<file path="src/rtl/sdram_arb_pkg.sv">
// Shared encodings for the SDRAM port arbiter: FSM states, the no-grant value
// and the client index constants.
package sdram_arb_pkg;

  typedef enum logic [1:0] {
    IDLE  = 2'd0,
    ISSUE = 2'd1,
    XFER  = 2'd2,
    DONE  = 2'd3
  } arb_state_e;

  localparam logic [1:0] GRANT_NONE = 2'd3;
  localparam logic [1:0] C_VGA      = 2'd0;
  localparam logic [1:0] C_RD       = 2'd1;
  localparam logic [1:0] C_WR       = 2'd2;

endpackage

</file>
<file path="src/rtl/sdram_arb_pick.sv">
// Winner selection: VGA client by default, with a cap on back-to-back VGA wins
// while the CPU pair waits; the CPU pair alternates via a last-served pointer.
module sdram_arb_pick
  import sdram_arb_pkg::*;
#(
  parameter int VGA_MAX_CONSEC = 4
) (
  input  logic       sys_clk,
  input  logic       sys_rst_n,
  input  logic [2:0] req_i,
  input  logic       take_i,
  input  logic       clear_i,
  output logic [1:0] win_o,
  output logic       any_o
);

  localparam int CW = $clog2(VGA_MAX_CONSEC + 1);

  logic [CW-1:0] consec_q, consec_d;
  logic          pref_wr_q, pref_wr_d;
  logic          rr_any;
  logic          vga_capped;
  logic [1:0]    rr_win;

  assign any_o      = |req_i;
  assign rr_any     = req_i[C_RD] | req_i[C_WR];
  assign vga_capped = (consec_q >= CW'(VGA_MAX_CONSEC)) & rr_any;

  always_comb begin
    rr_win = req_i[C_RD] ? C_RD : C_WR;
    if (req_i[C_RD] && req_i[C_WR]) rr_win = pref_wr_q ? C_WR : C_RD;
    win_o = (req_i[C_VGA] && !vga_capped) ? C_VGA : rr_win;
  end

  // The consecutive counter saturates; it only matters once it reaches the cap.
  always_comb begin
    consec_d  = consec_q;
    pref_wr_d = pref_wr_q;
    if (take_i) begin
      if (win_o == C_VGA) begin
        if (consec_q != CW'(VGA_MAX_CONSEC)) consec_d = consec_q + 1'b1;
      end else begin
        consec_d  = '0;
        pref_wr_d = (win_o == C_RD);
      end
    end else if (clear_i) begin
      consec_d = '0;
    end
  end

  always_ff @(posedge sys_clk or negedge sys_rst_n) begin
    if (!sys_rst_n) begin
      consec_q  <= '0;
      pref_wr_q <= 1'b0;
    end else begin
      consec_q  <= consec_d;
      pref_wr_q <= pref_wr_d;
    end
  end

endmodule

</file>
<file path="src/rtl/sdram_port_arbiter.sv">
// Shares the single sdram_controller rd/wr port between the VGA burst reader
// and the CPU cache fill / write-back clients.
module sdram_port_arbiter
  import sdram_arb_pkg::*;
#(
  parameter int AW             = 24,
  parameter int BW             = 10,
  parameter int VGA_MAX_CONSEC = 4,
  parameter int TIMEOUT        = 1023
) (
  input  logic          sys_clk,
  input  logic          sys_rst_n,
  input  logic          init_done,
  input  logic          c0_req,
  input  logic          c0_we,
  input  logic [AW-1:0] c0_addr,
  input  logic [BW-1:0] c0_burst,
  input  logic [15:0]   c0_wdata,
  output logic          c0_wdata_rd,
  output logic          c0_rdata_vld,
  output logic          c0_done,
  output logic          c0_err,
  input  logic          c1_req,
  input  logic          c1_we,
  input  logic [AW-1:0] c1_addr,
  input  logic [BW-1:0] c1_burst,
  input  logic [15:0]   c1_wdata,
  output logic          c1_wdata_rd,
  output logic          c1_rdata_vld,
  output logic          c1_done,
  output logic          c1_err,
  input  logic          c2_req,
  input  logic          c2_we,
  input  logic [AW-1:0] c2_addr,
  input  logic [BW-1:0] c2_burst,
  input  logic [15:0]   c2_wdata,
  output logic          c2_wdata_rd,
  output logic          c2_rdata_vld,
  output logic          c2_done,
  output logic          c2_err,
  output logic [15:0]   rdata,
  output logic          ctl_wr_req,
  output logic          ctl_rd_req,
  input  logic          ctl_wr_ack,
  input  logic          ctl_rd_ack,
  output logic [AW-1:0] ctl_wr_addr,
  output logic [AW-1:0] ctl_rd_addr,
  output logic [BW-1:0] ctl_wr_burst,
  output logic [BW-1:0] ctl_rd_burst,
  output logic [15:0]   ctl_din,
  input  logic [15:0]   ctl_dout,
  output logic [1:0]    grant,
  output logic          busy,
  output logic [1:0]    dbg_state
);

  localparam int WW = $clog2(TIMEOUT + 1);

  arb_state_e    state_q, state_d;
  logic [1:0]    grant_q, grant_d;
  logic          we_q, we_d, err_q, err_d;
  logic [AW-1:0] addr_q, addr_d;
  logic [BW-1:0] burst_q, burst_d;
  logic [BW:0]   cnt_q, cnt_d, cnt_inc;
  logic [WW-1:0] wait_q, wait_d;

  logic [1:0]    pick_win;
  logic          pick_any, take, active, dir_ack, wr_stb, rd_stb, done_stb;
  logic          sel_we;
  logic [AW-1:0] sel_addr;
  logic [BW-1:0] sel_burst;

  assign take    = (state_q == IDLE) & init_done & pick_any;
  assign active  = (state_q == ISSUE) | (state_q == XFER);
  assign dir_ack = we_q ? ctl_wr_ack : ctl_rd_ack;
  assign cnt_inc = cnt_q + 1'b1;

  sdram_arb_pick #(.VGA_MAX_CONSEC(VGA_MAX_CONSEC)) u_pick (
    .sys_clk  (sys_clk),
    .sys_rst_n(sys_rst_n),
    .req_i    ({c2_req, c1_req, c0_req}),
    .take_i   (take),
    .clear_i  ((state_q == IDLE) & ~pick_any),
    .win_o    (pick_win),
    .any_o    (pick_any)
  );

  always_comb begin
    sel_we    = c0_we;
    sel_addr  = c0_addr;
    sel_burst = c0_burst;
    case (pick_win)
      C_RD:    begin sel_we = c1_we; sel_addr = c1_addr; sel_burst = c1_burst; end
      C_WR:    begin sel_we = c2_we; sel_addr = c2_addr; sel_burst = c2_burst; end
      default: ;
    endcase
  end

  // The acking cycle in ISSUE is word 1; a zero-length burst never reaches the controller.
  always_comb begin
    state_d = state_q;
    grant_d = grant_q;
    we_d    = we_q;
    addr_d  = addr_q;
    burst_d = burst_q;
    cnt_d   = cnt_q;
    wait_d  = wait_q;
    err_d   = err_q;
    case (state_q)
      IDLE: if (take) begin
        grant_d = pick_win;
        we_d    = sel_we;
        addr_d  = sel_addr;
        burst_d = sel_burst;
        cnt_d   = '0;
        wait_d  = '0;
        err_d   = (sel_burst == '0);
        state_d = (sel_burst == '0) ? DONE : ISSUE;
      end
      ISSUE: begin
        if (dir_ack) begin
          cnt_d   = (BW+1)'(1);
          state_d = (burst_q == BW'(1)) ? DONE : XFER;
        end else if (wait_q == WW'(TIMEOUT - 1)) begin
          err_d   = 1'b1;
          state_d = DONE;
        end else begin
          wait_d = wait_q + 1'b1;
        end
      end
      XFER: if (dir_ack) begin
        cnt_d = cnt_inc;
        if (cnt_inc == {1'b0, burst_q}) state_d = DONE;
      end
      DONE: begin
        grant_d = GRANT_NONE;
        err_d   = 1'b0;
        state_d = IDLE;
      end
      default: state_d = IDLE;
    endcase
  end

  always_ff @(posedge sys_clk or negedge sys_rst_n) begin
    if (!sys_rst_n) begin
      state_q <= IDLE;
      grant_q <= GRANT_NONE;
      we_q    <= 1'b0;
      addr_q  <= '0;
      burst_q <= '0;
      cnt_q   <= '0;
      wait_q  <= '0;
      err_q   <= 1'b0;
    end else begin
      state_q <= state_d;
      grant_q <= grant_d;
      we_q    <= we_d;
      addr_q  <= addr_d;
      burst_q <= burst_d;
      cnt_q   <= cnt_d;
      wait_q  <= wait_d;
      err_q   <= err_d;
    end
  end

  // Controller side: requests decode straight from state so reset drops them at once.
  assign ctl_rd_req   = (state_q == ISSUE) & ~we_q;
  assign ctl_wr_req   = (state_q == ISSUE) & we_q;
  assign ctl_rd_addr  = addr_q;
  assign ctl_wr_addr  = addr_q;
  assign ctl_rd_burst = burst_q;
  assign ctl_wr_burst = burst_q;
  assign rdata        = ctl_dout;

  always_comb begin
    ctl_din = '0;
    case (grant_q)
      C_VGA:   ctl_din = c0_wdata;
      C_RD:    ctl_din = c1_wdata;
      C_WR:    ctl_din = c2_wdata;
      default: ctl_din = '0;
    endcase
  end

  assign wr_stb   = active & we_q & ctl_wr_ack;
  assign rd_stb   = active & ~we_q & ctl_rd_ack;
  assign done_stb = (state_q == DONE);

  assign c0_wdata_rd  = wr_stb & (grant_q == C_VGA);
  assign c1_wdata_rd  = wr_stb & (grant_q == C_RD);
  assign c2_wdata_rd  = wr_stb & (grant_q == C_WR);
  assign c0_rdata_vld = rd_stb & (grant_q == C_VGA);
  assign c1_rdata_vld = rd_stb & (grant_q == C_RD);
  assign c2_rdata_vld = rd_stb & (grant_q == C_WR);
  assign c0_done      = done_stb & (grant_q == C_VGA);
  assign c1_done      = done_stb & (grant_q == C_RD);
  assign c2_done      = done_stb & (grant_q == C_WR);
  assign c0_err       = c0_done & err_q;
  assign c1_err       = c1_done & err_q;
  assign c2_err       = c2_done & err_q;

  assign grant     = grant_q;
  assign busy      = (state_q != IDLE);
  assign dbg_state = state_q;

endmodule

</file>
<file path="config.mk">
export PLATFORM = sky130hd
export DESIGN_NAME = sdram_port_arbiter
export DESIGN_NICKNAME = d
export VERILOG_FILES = /design/src/rtl/sdram_arb_pkg.sv /design/src/rtl/sdram_arb_pick.sv /design/src/rtl/sdram_port_arbiter.sv
export SDC_FILE = /design/constraint.sdc
export NUM_CORES = 1
export LEC_CHECK = 0
export ABC_AREA = 1
export CELL_PAD_IN_SITES_DETAIL_PLACEMENT = 2
export CELL_PAD_IN_SITES_GLOBAL_PLACEMENT = 2
export CORE_MARGIN = 4
export CORE_UTILIZATION = 20
export CTS_CLUSTER_SIZE = 10
export DETAILED_ROUTE_END_ITERATION = 8
export PLACE_DENSITY_LB_ADDON = 0.15
export SYNTH_ARGS = -nofsm -noshare
export SYNTH_HDL_FRONTEND = slang
export SYNTH_HIERARCHICAL = 1
export SYNTH_SLANG_ARGS = --single-unit
</file>
<file path="constraint.sdc">
create_clock -name sys_clk -period 5.8 [get_ports sys_clk]
set_clock_uncertainty 0.05 [all_clocks]
set_input_delay 0.87 -clock sys_clk [delete_from_list [all_inputs] [get_ports sys_clk]]
set_output_delay 0.87 -clock sys_clk [all_outputs]
set_load 0.02 [all_outputs]
</file>
# Yosys cells after proc, flatten, opt, wreduce, memory -nomap -nowiden
# Index checks and enable logic that the tools add are counted.
# word_totals
in_bits	177
ff_bits	65
# classes
reduce_logical	22
mux	35
magnitude_cmp	1
bitwise_logic	27
addsub	3
eq_ne	20
# op_table
operator	n
$pmux 16 s3	1
$pmux 24 s2	1
$pmux 10 s2	2
$mux 11	3
$pmux 11 s3	1
$mux 10	3
$and 1x1->1	22
$mux 2	11
$reduce_and 4->1	4
$mux 3	4
$add 11x1->11 const B	1
$eq 11x10->1	1
$add 10x1->10 const B	1
$eq 10x1->1 const B	1
$eq 10x10->1 const B	1
$logic_not 10->1	1
$ne 2x2->1 const B	5
$eq 2x2->1 const B	4
$pmux 2 s4	1
$reduce_and 2->1	4
$reduce_bool 2->1	4
$eq 2x1->1 const B	3
$logic_not 2->1	3
$ne 3x3->1 const B	2
other kinds (14)	24

# Logic depth before layout (Yosys ltp)
# Gate-level depths: netlist of run 1.
# logic_depth
depth_word	11
depth_mapped	17
ltp_nobuf	15

# By module
# Netlist of run 1, hierarchy kept.
# by_module_without_submodules
mod	cells_each	n_inst	seq_area_each_um2	area_per_inst_um2
sdram_port_arbiter	647	1	1529.0	4605.7
sdram_arb_pick	40	1	100.1	294.0

# Least setup slack after synthesis of run 1
# OpenSTA, ideal clock, no wires.
# synth_timing
path_kind	input -> register
from	input port c1_req
to	register state_q[1], in the netlist dbg_state[1]
required_ps	5685
arrival_time_ps	2593
setup_time_ps	65
slack_ps	3092
cell_stages	17
path_cell_list	o21ai_2 > nand2_1 > nand2_1 > inv_1 > inv_1 > ha_1 > buf_4 > inv_2 > buf_2 > nand3_1 > o21ai_0 > nand2_1 > nor2_1 > nand3_1 > a21oi_1 > nand3_1 > nand2_1
# synth_between
elab_chain_len	11
elab_cells_between_ends	19
# synth_lines
item	line	text
start: declaration	sdram_port_arbiter.sv:23	input logic c1_req,
$or 1x1->1	sdram_arb_pick.sv:26	assign rr_any = req_i[C_RD] | req_i[C_WR];
$and 1x1->1	sdram_arb_pick.sv:27	assign vga_capped = (consec_q >= CW'(VGA_MAX_CONSEC)) & rr_any;
$logic_not 1->1	sdram_arb_pick.sv:32	win_o = (req_i[C_VGA] && !vga_capped) ? C_VGA : rr_win;
$logic_and 1x1->1	sdram_arb_pick.sv:32	
$mux 2 (*)	sdram_arb_pick.sv:32	
named net pick_win[0]	sdram_port_arbiter.sv:67	logic [1:0] pick_win;
$eq 2x2->1 / $eq 2x1->1 (equally long branches)	sdram_port_arbiter.sv:92	case (pick_win)
$pmux 10 s2 (*)	sdram_port_arbiter.sv:92	
$logic_not 10->1 (*)	sdram_port_arbiter.sv:118	state_d = (sel_burst == '0) ? DONE : ISSUE;
$mux 2 (*)	sdram_port_arbiter.sv:118	
$mux 2 (*)	sdram_port_arbiter.sv:110	IDLE: if (take) begin
$pmux 2 s4 (*)	sdram_port_arbiter.sv:109	case (state_q)
end signal: assignment	sdram_port_arbiter.sv:155	state_q <= state_d;
end: declaration	sdram_port_arbiter.sv:59	arb_state_e state_q, state_d;
# The timed path passes the listed nets; every way through them passes the cells marked *. The select of a mux whose other input is x is not followed.
# A chain may end at the register's enable or synchronous reset.

# Worst setup path in the final report of run 1
# layout_timing
from	register grant_q[1], in the netlist grant[1]
to	output port c0_err
# layout_between
elab_chain_len	3
# layout_lines
item	line	text
start: declaration	sdram_port_arbiter.sv:60	logic [1:0] grant_q, grant_d;
start signal: assignment	sdram_port_arbiter.sv:156	grant_q <= grant_d;
$logic_not 2->1	sdram_port_arbiter.sv:195	assign c0_done = done_stb & (grant_q == C_VGA);
$and 1x1->1	sdram_port_arbiter.sv:195	
$and 1x1->1	sdram_port_arbiter.sv:198	assign c0_err = c0_done & err_q;
end: declaration	sdram_port_arbiter.sv:22	output logic c0_err,
# Every way passes these cells.

==> results.json, run 1 <==
{
  "cts_setup_buffers": 0,
  "ant_nets": 0,
  "synth_edf_count": 0,
  "fin_total_pwr_mw": 3.47,
  "grt_pass1_vias": 6583,
  "synth_ff_type": "dfrtp_1",
  "grt_max_degree": 70,
  "worst_slack_ns": 1.97,
  "clk_latency_ns": 0.34,
  "path_clk_slew_ns": 0.05,
  "area_delta_synth_final_pct": 58.1,
  "cts_sinks": 65,
  "seq_area_frac_synth_pct": 33.2,
  "hpwl_um": 18600,
  "critPathMaxFanout": 20,
  "synthAdderAreaFrac_pct": 3.32,
  "drv_slew": 0,
  "synth.area.top_cells": "dfrtp_1 32%, nand2_1 11%, nand3_1 10%, buf_4 8.0%, o31ai_1 4.9%",
  "post-route-period-util_pct": 66.1,
  "cts_hold_buffers": 0,
  "dp.cells": 1195,
  "synth.largest_area_cell": "dfrtp_1",
  "worst_pin_slew_ns": 1.15,
  "track_usage_pct": 17.0,
  "grt_overflow": 0,
  "required_ns": 4.88,
  "ys_async_sr_fraction_pct": 100,
  "firstDrtPassIters": 4,
  "period_needed_ns": 3.83,
  "start_util_pct": 20.3,
  "synth-seq-cells": 65,
  "vdd_drop_max_uv": 163,
  "max_freq_mhz": 261,
  "power_density_nw_per_um2": 448,
  "io_pins": 296,
  "cts_buffer_depth": 2,
  "cts_tree": "done",
  "synth-simple-area-share_pct": 29.6,
  "final_area_um2": 7750,
  "p_leak_nw": 3.14,
  "numCtsBuffers": 9,
  "arrival_ns": 2.91,
  "grt_pass1_wl_um": 36200,
  "ys_types": 38,
  "fp.dieW_um": 165,
  "place_ws_ns": 1.67,
  "synth-compound-area-share_pct": 16.8,
  "core_area_um2": 24200,
  "wl_per_cell_um": 19.2,
  "post_dp_cell_area_um2": 7450,
  "ctsResizeCount": 0,
  "finalSetupViolCount": 0,
  "final_core_util_pct": 32.0,
  "crit_path_end_kind": "primary output",
  "drt-initial-drc-count": 194,
  "antenna_found_initial": 1,
  "max_slew_margin_pct": 23.1,
  "synth_mux_area_share_pct": 0,
  "syn_area_um2": 4900,
  "rows": 57,
  "synth_xor_area_share_pct": 1.43,
  "syn_area_per_cell_um2": 7.13,
  "run_status": "finished, final reports clean",
  "hold_viol": 0,
  "drive_above_1_share_pct": 4.18,
  "finalHoldWorstSlack_ns": 0.458,
  "wl_um": 23200,
  "portBuffers": 263,
  "cp-start-kind": "flop",
  "layout.nets": 1072,
  "synth_top_area_share_pct": 32.2,
  "yosys_warnings": 6,
  "die_y_um": 165,
  "final_cells": 1211,
  "gp_congestion": 0.853,
  "drv_cap": 0,
  "rsz0062_at_grt": "no",
  "drc": 0,
  "routed-via-count": 5641,
  "holdCritPathClass": "flop to flop",
  "tns_ns": 0,
  "vias_per_cell": 4.66,
  "cts_max_level": 3,
  "synth_top_family_by_area": "simple AND/OR/NAND/NOR gates",
  "syn_nets": 877,
  "crit_type": "flop to primary output",
  "synthCells": 687,
  "cts_root_buf": "clkbuf_16",
  "dieArea_um2": 27100
}
-- area by class of cell --
cell class              instances  area (µm²)
multi-input cells             474        2510
flip-flops and latches         65        1630
inverters                      65         244
repair buffers                267        2660
diodes                          1        2.50
fillers                      2794       16400
clock inverters                 3        40.0
clock buffers                  12         256
well taps                     324         405
-- registers in the layout, indices dropped and copies added (netlist names), 2 cells and up --
register / flops
cnt_q: 11
dbg_state: 2
ctl_rd_addr: 24
u_pick/consec_q: 3
ctl_rd_burst: 10
grant: 2
wait_q: 10
-- cells in the final DEF, fill, tap and decap left out, drive strengths merged, types with 8 or more instances in the layout --
cell type	n
a21oi	9
a221oi	25
clkbuf	12
clkdlybuf4s50	262
dfrtp	63
ha	13
inv	63
nand2	152
nand3	101
nand4	9
nor2	60
o21ai	39
o22ai	8
o31ai	32
-- layer usage --
layer	vias up	track usage, %	wire length (µm)	share of wire [%]
met1	2800	19.4	9320	40
met4	0	3.18	159	0.68
met2	159	31.6	12400	53
met5	-	0	0	0
met3	10	5.12	1380	5.9
li1	2672	-	-	-
-- synth_stat cells (2+ instances only) --
cell,n
o21ai_0,33
nor2_2,3
ha_1,13
a221oi_1,25
nor2_1,56
nand4_1,9
xnor2_1,4
dfstp_2,2
o21ai_1,5
nor3_1,7
buf_2,12
inv_2,3
o22ai_1,8
a22oi_1,2
a21oi_1,9
clkinv_1,2
nand2_1,150
nand3_1,98
nor4_1,2
inv_1,60
buf_1,4
o31ai_1,32
clkbuf_1,15
dfrtp_1,63
nand3_2,3
buf_4,52
xor2_1,4
-- where the power goes --
group          leakage, nW  internal [mW]  switching (mW)
clock network        0.148          0.353           0.213
registers            0.842          0.604           0.232
logic                 2.15          0.880            1.19
total                 3.14           1.84            1.63
-- worst max-delay path, cell delays in order (launching register included) --
cell	delay, ns
dfstp_2	0.51
nor2_1	0.93
inv_1	0.24
nor3_1	0.23
clkdlybuf4s50_1	0.67
-- path summary, 6_finish.rpt --
check / endpoint / slack, ns / startpoint / cells after the start
max: c0_err / 1.97 / grant[1] / 4
max in group asynchronous: u_pick/pref_wr_q / 4.46 / sys_rst_n / 1
min in group asynchronous: cnt_q[7] / 0.60 / sys_rst_n / 1
min: u_pick/pref_wr_q / 0.46 / u_pick/pref_wr_q / 2
max reg2reg: cnt_q[4] / 2.60 / dbg_state[1] / 7
min reg2reg: u_pick/pref_wr_q / 0.46 / u_pick/pref_wr_q / 2
-- cell families (layout without fill, tap and decap cells) --
| group | after synthesis | in the layout |
|---|---|---|
| compound gates | 121 | 121 |
| xor+xnor | 8 | 8 |
| fa+ha+maj | 13 | 13 |
| buf+inv | 148 | 347 |
| flops | 65 | 65 |
| other cells | 0 | 1 |
| simple gates | 332 | 332 |
Note: power is estimated with default switching activity, not from simulation.
==> inputs of run 2 (changes only) <==
--- a/config.mk
+++ b/config.mk
@@ -9,7 +9,7 @@
 export CELL_PAD_IN_SITES_DETAIL_PLACEMENT = 2
 export CELL_PAD_IN_SITES_GLOBAL_PLACEMENT = 2
 export CORE_MARGIN = 4
-export CORE_UTILIZATION = 20
+export CORE_UTILIZATION = 19
 export CTS_CLUSTER_SIZE = 10
 export DETAILED_ROUTE_END_ITERATION = 8
 export PLACE_DENSITY_LB_ADDON = 0.15
==> constraint.sdc (replaced) <==
create_clock -name sys_clk -period 3.8 [get_ports sys_clk]
set_clock_uncertainty 0.05 [all_clocks]
set_input_delay 0.57 -clock sys_clk [delete_from_list [all_inputs] [get_ports sys_clk]]
set_output_delay 0.57 -clock sys_clk [all_outputs]
set_load 0.02 [all_outputs]
==> run 2 against run 1 <==
Routed wire length increased by 0.14%. Via count decreased by 0.62%. First-iteration DRC count decreased by 7.7%. Flip-flop and latch count unchanged. Final cell count increased by 0.58%. Utilization decreased by 1.2 points. Non-clock buffer count increased by 2. Critical path depth unchanged. Sequential power increased by 52%. Register-to-register slack got worse by 2.0 ns. Cell area increased by 0.69%.
==> results.json, run 2 (synthesis results as in run 1) <==
{
  "gp_congestion": 0.788,
  "drv_cap": 0,
  "antenna_cells": 0,
  "p_leak_nw": 3.16,
  "cts_buffer_depth": 2,
  "worst_pin_slew_ns": 1.03,
  "place_ws_ns": 0.453,
  "core_area_um2": 25300,
  "critPathMaxStageDelay_ns": 0.80,
  "drt-initial-drc-count": 179,
  "cts_root_buf": "clkbuf_16",
  "grt_pass1_vias": 6603,
  "wl_um": 23300,
  "r2r_cells": 7,
  "final_area_um2": 7800,
  "crit_type": "flop to primary output",
  "fp.dieW_um": 169,
  "vdd_drop_max_uv": 264,
  "drc": 0,
  "cts_hold_buffers": 0,
  "fillers": 2917,
  "path_cells": "clkinv_1 > nand2_1 > nor3_1 > clkdlybuf4s50_1",
  "hpwl_um": 18600,
  "finalSetupViolCount": 0,
  "finalHoldWorstSlack_ns": 0.406,
  "routed-via-count": 5606,
  "path_clk_slew_ns": 0.05,
  "critPathMaxFanout": 20,
  "drv_slew": 0,
  "numCtsBuffers": 9,
  "slowest_stage": "dfstp_2",
  "rsz0062_at_grt": "no",
  "tns_ns": 0,
  "layout_common_cells": "262 x clkdlybuf4s50_1, 150 x nand2_1, 97 x nand3_1",
  "largest_register_ffs": 24,
  "ant_nets": 0,
  "post-route-period-util_pct": 89.1,
  "grt_overflow": 0,
  "ctsResizeCount": 0,
  "crit_family": "buffers and inverters",
  "die_y_um": 169,
  "reg2reg_slack_ns": 0.61,
  "cts_setup_buffers": 0,
  "firstDrtPassIters": 4,
  "holdCritPathClass": "primary input to async pin",
  "timing.critical_path.buf_inv": 2,
  "period_needed_ns": 3.39,
  "max_freq_mhz": 295,
  "drive_above_1_share_pct": 4.50,
  "cp-start-kind": "flop",
  "io_pins": 296,
  "worst_slack_ns": 0.413,
  "vias_per_cell": 4.60,
  "wl_per_cell_um": 19.1,
  "run_status": "finished, final reports clean",
  "required_ns": 3.18,
  "max_slew_margin_pct": 31.4,
  "cts_tree": "done",
  "hold_viol": 0,
  "final_core_util_pct": 30.9,
  "start_util_pct": 19.4,
  "clk_latency_ns": 0.34,
  "cts_max_level": 3,
  "layout_commonest_cell": "clkdlybuf4s50_1",
  "grt_pass1_wl_um": 37300,
  "worst-path-stages": 4,
  "area_delta_synth_final_pct": 59.2,
  "antenna_found_initial": 1,
  "track_usage_pct": 16.5,
  "layout.nets": 1074,
  "crit_path_end_kind": "primary output",
  "rows": 58,
  "cts_sinks": 65,
  "dieArea_um2": 28400,
  "post_dp_cell_area_um2": 7470,
  "portBuffers": 263,
  "grt_max_degree": 70,
  "power_density_nw_per_um2": 691,
  "arrival_ns": 2.77
}
-- run 2: final cells by class --
type / count / area [µm²] / share of cell area [%]
Timing Repair Buffer: 269 / 2670 / 34.3
Multi-Input combinational cell: 474 / 2510 / 32.2
Clock buffer: 13 / 270 / 3.46
Tap cell: 330 / 413 / 5.29
Clock inverter: 2 / 60.1 / 0.770
Inverter: 65 / 244 / 3.13
Sequential cell: 65 / 1630 / 20.9
-- run 2: path summary, 6_finish.rpt --
check	startpoint	end
setup / recovery	grant[0]	c2_err
hold / removal	sys_rst_n	cnt_q[7]
setup reg to reg	dbg_state[1]	cnt_q[2]
hold reg to reg	u_pick/pref_wr_q	u_pick/pref_wr_q
max in group asynchronous	sys_rst_n	ctl_rd_addr[11]
min in group sys_clk	u_pick/pref_wr_q	u_pick/pref_wr_q
-- run 2: power by group --
group	switching [mW]	internal, mW	leakage (nW)	total [mW]
logic	1.83	1.35	2.15	3.18
registers	0.344	0.923	0.842	1.27
clock network	0.317	0.625	0.162	0.942
total	2.49	2.89	3.16	5.39
-- run 2: layer usage --
metal / track usage, % / part of all wire (%) / up-vias
met5: 0 / 0.086 / -
met4: 4.98 / 2.6 / 2
met3: 4.93 / 5.2 / 33
met2: 30.1 / 52 / 154
met1: 18.5 / 40 / 2742
li1: - / - / 2675
-- run 2: stage by stage --
stage,power (mW),cells
finish,5.39,1218
floorplan,3.10,687
global route,5.82,1218
detailed placement,4.51,1203
global placement,4.44,1203
CTS,5.50,1218
==> inputs of run 3 (changes only) <==
--- a/config.mk
+++ b/config.mk
@@ -17,3 +17,4 @@
 export SYNTH_HDL_FRONTEND = slang
 export SYNTH_HIERARCHICAL = 1
 export SYNTH_SLANG_ARGS = --single-unit
+export TNS_END_PERCENT = 50
==> results of run 3 <==
Final layout, timing and power as in run 2 (identical DEF).
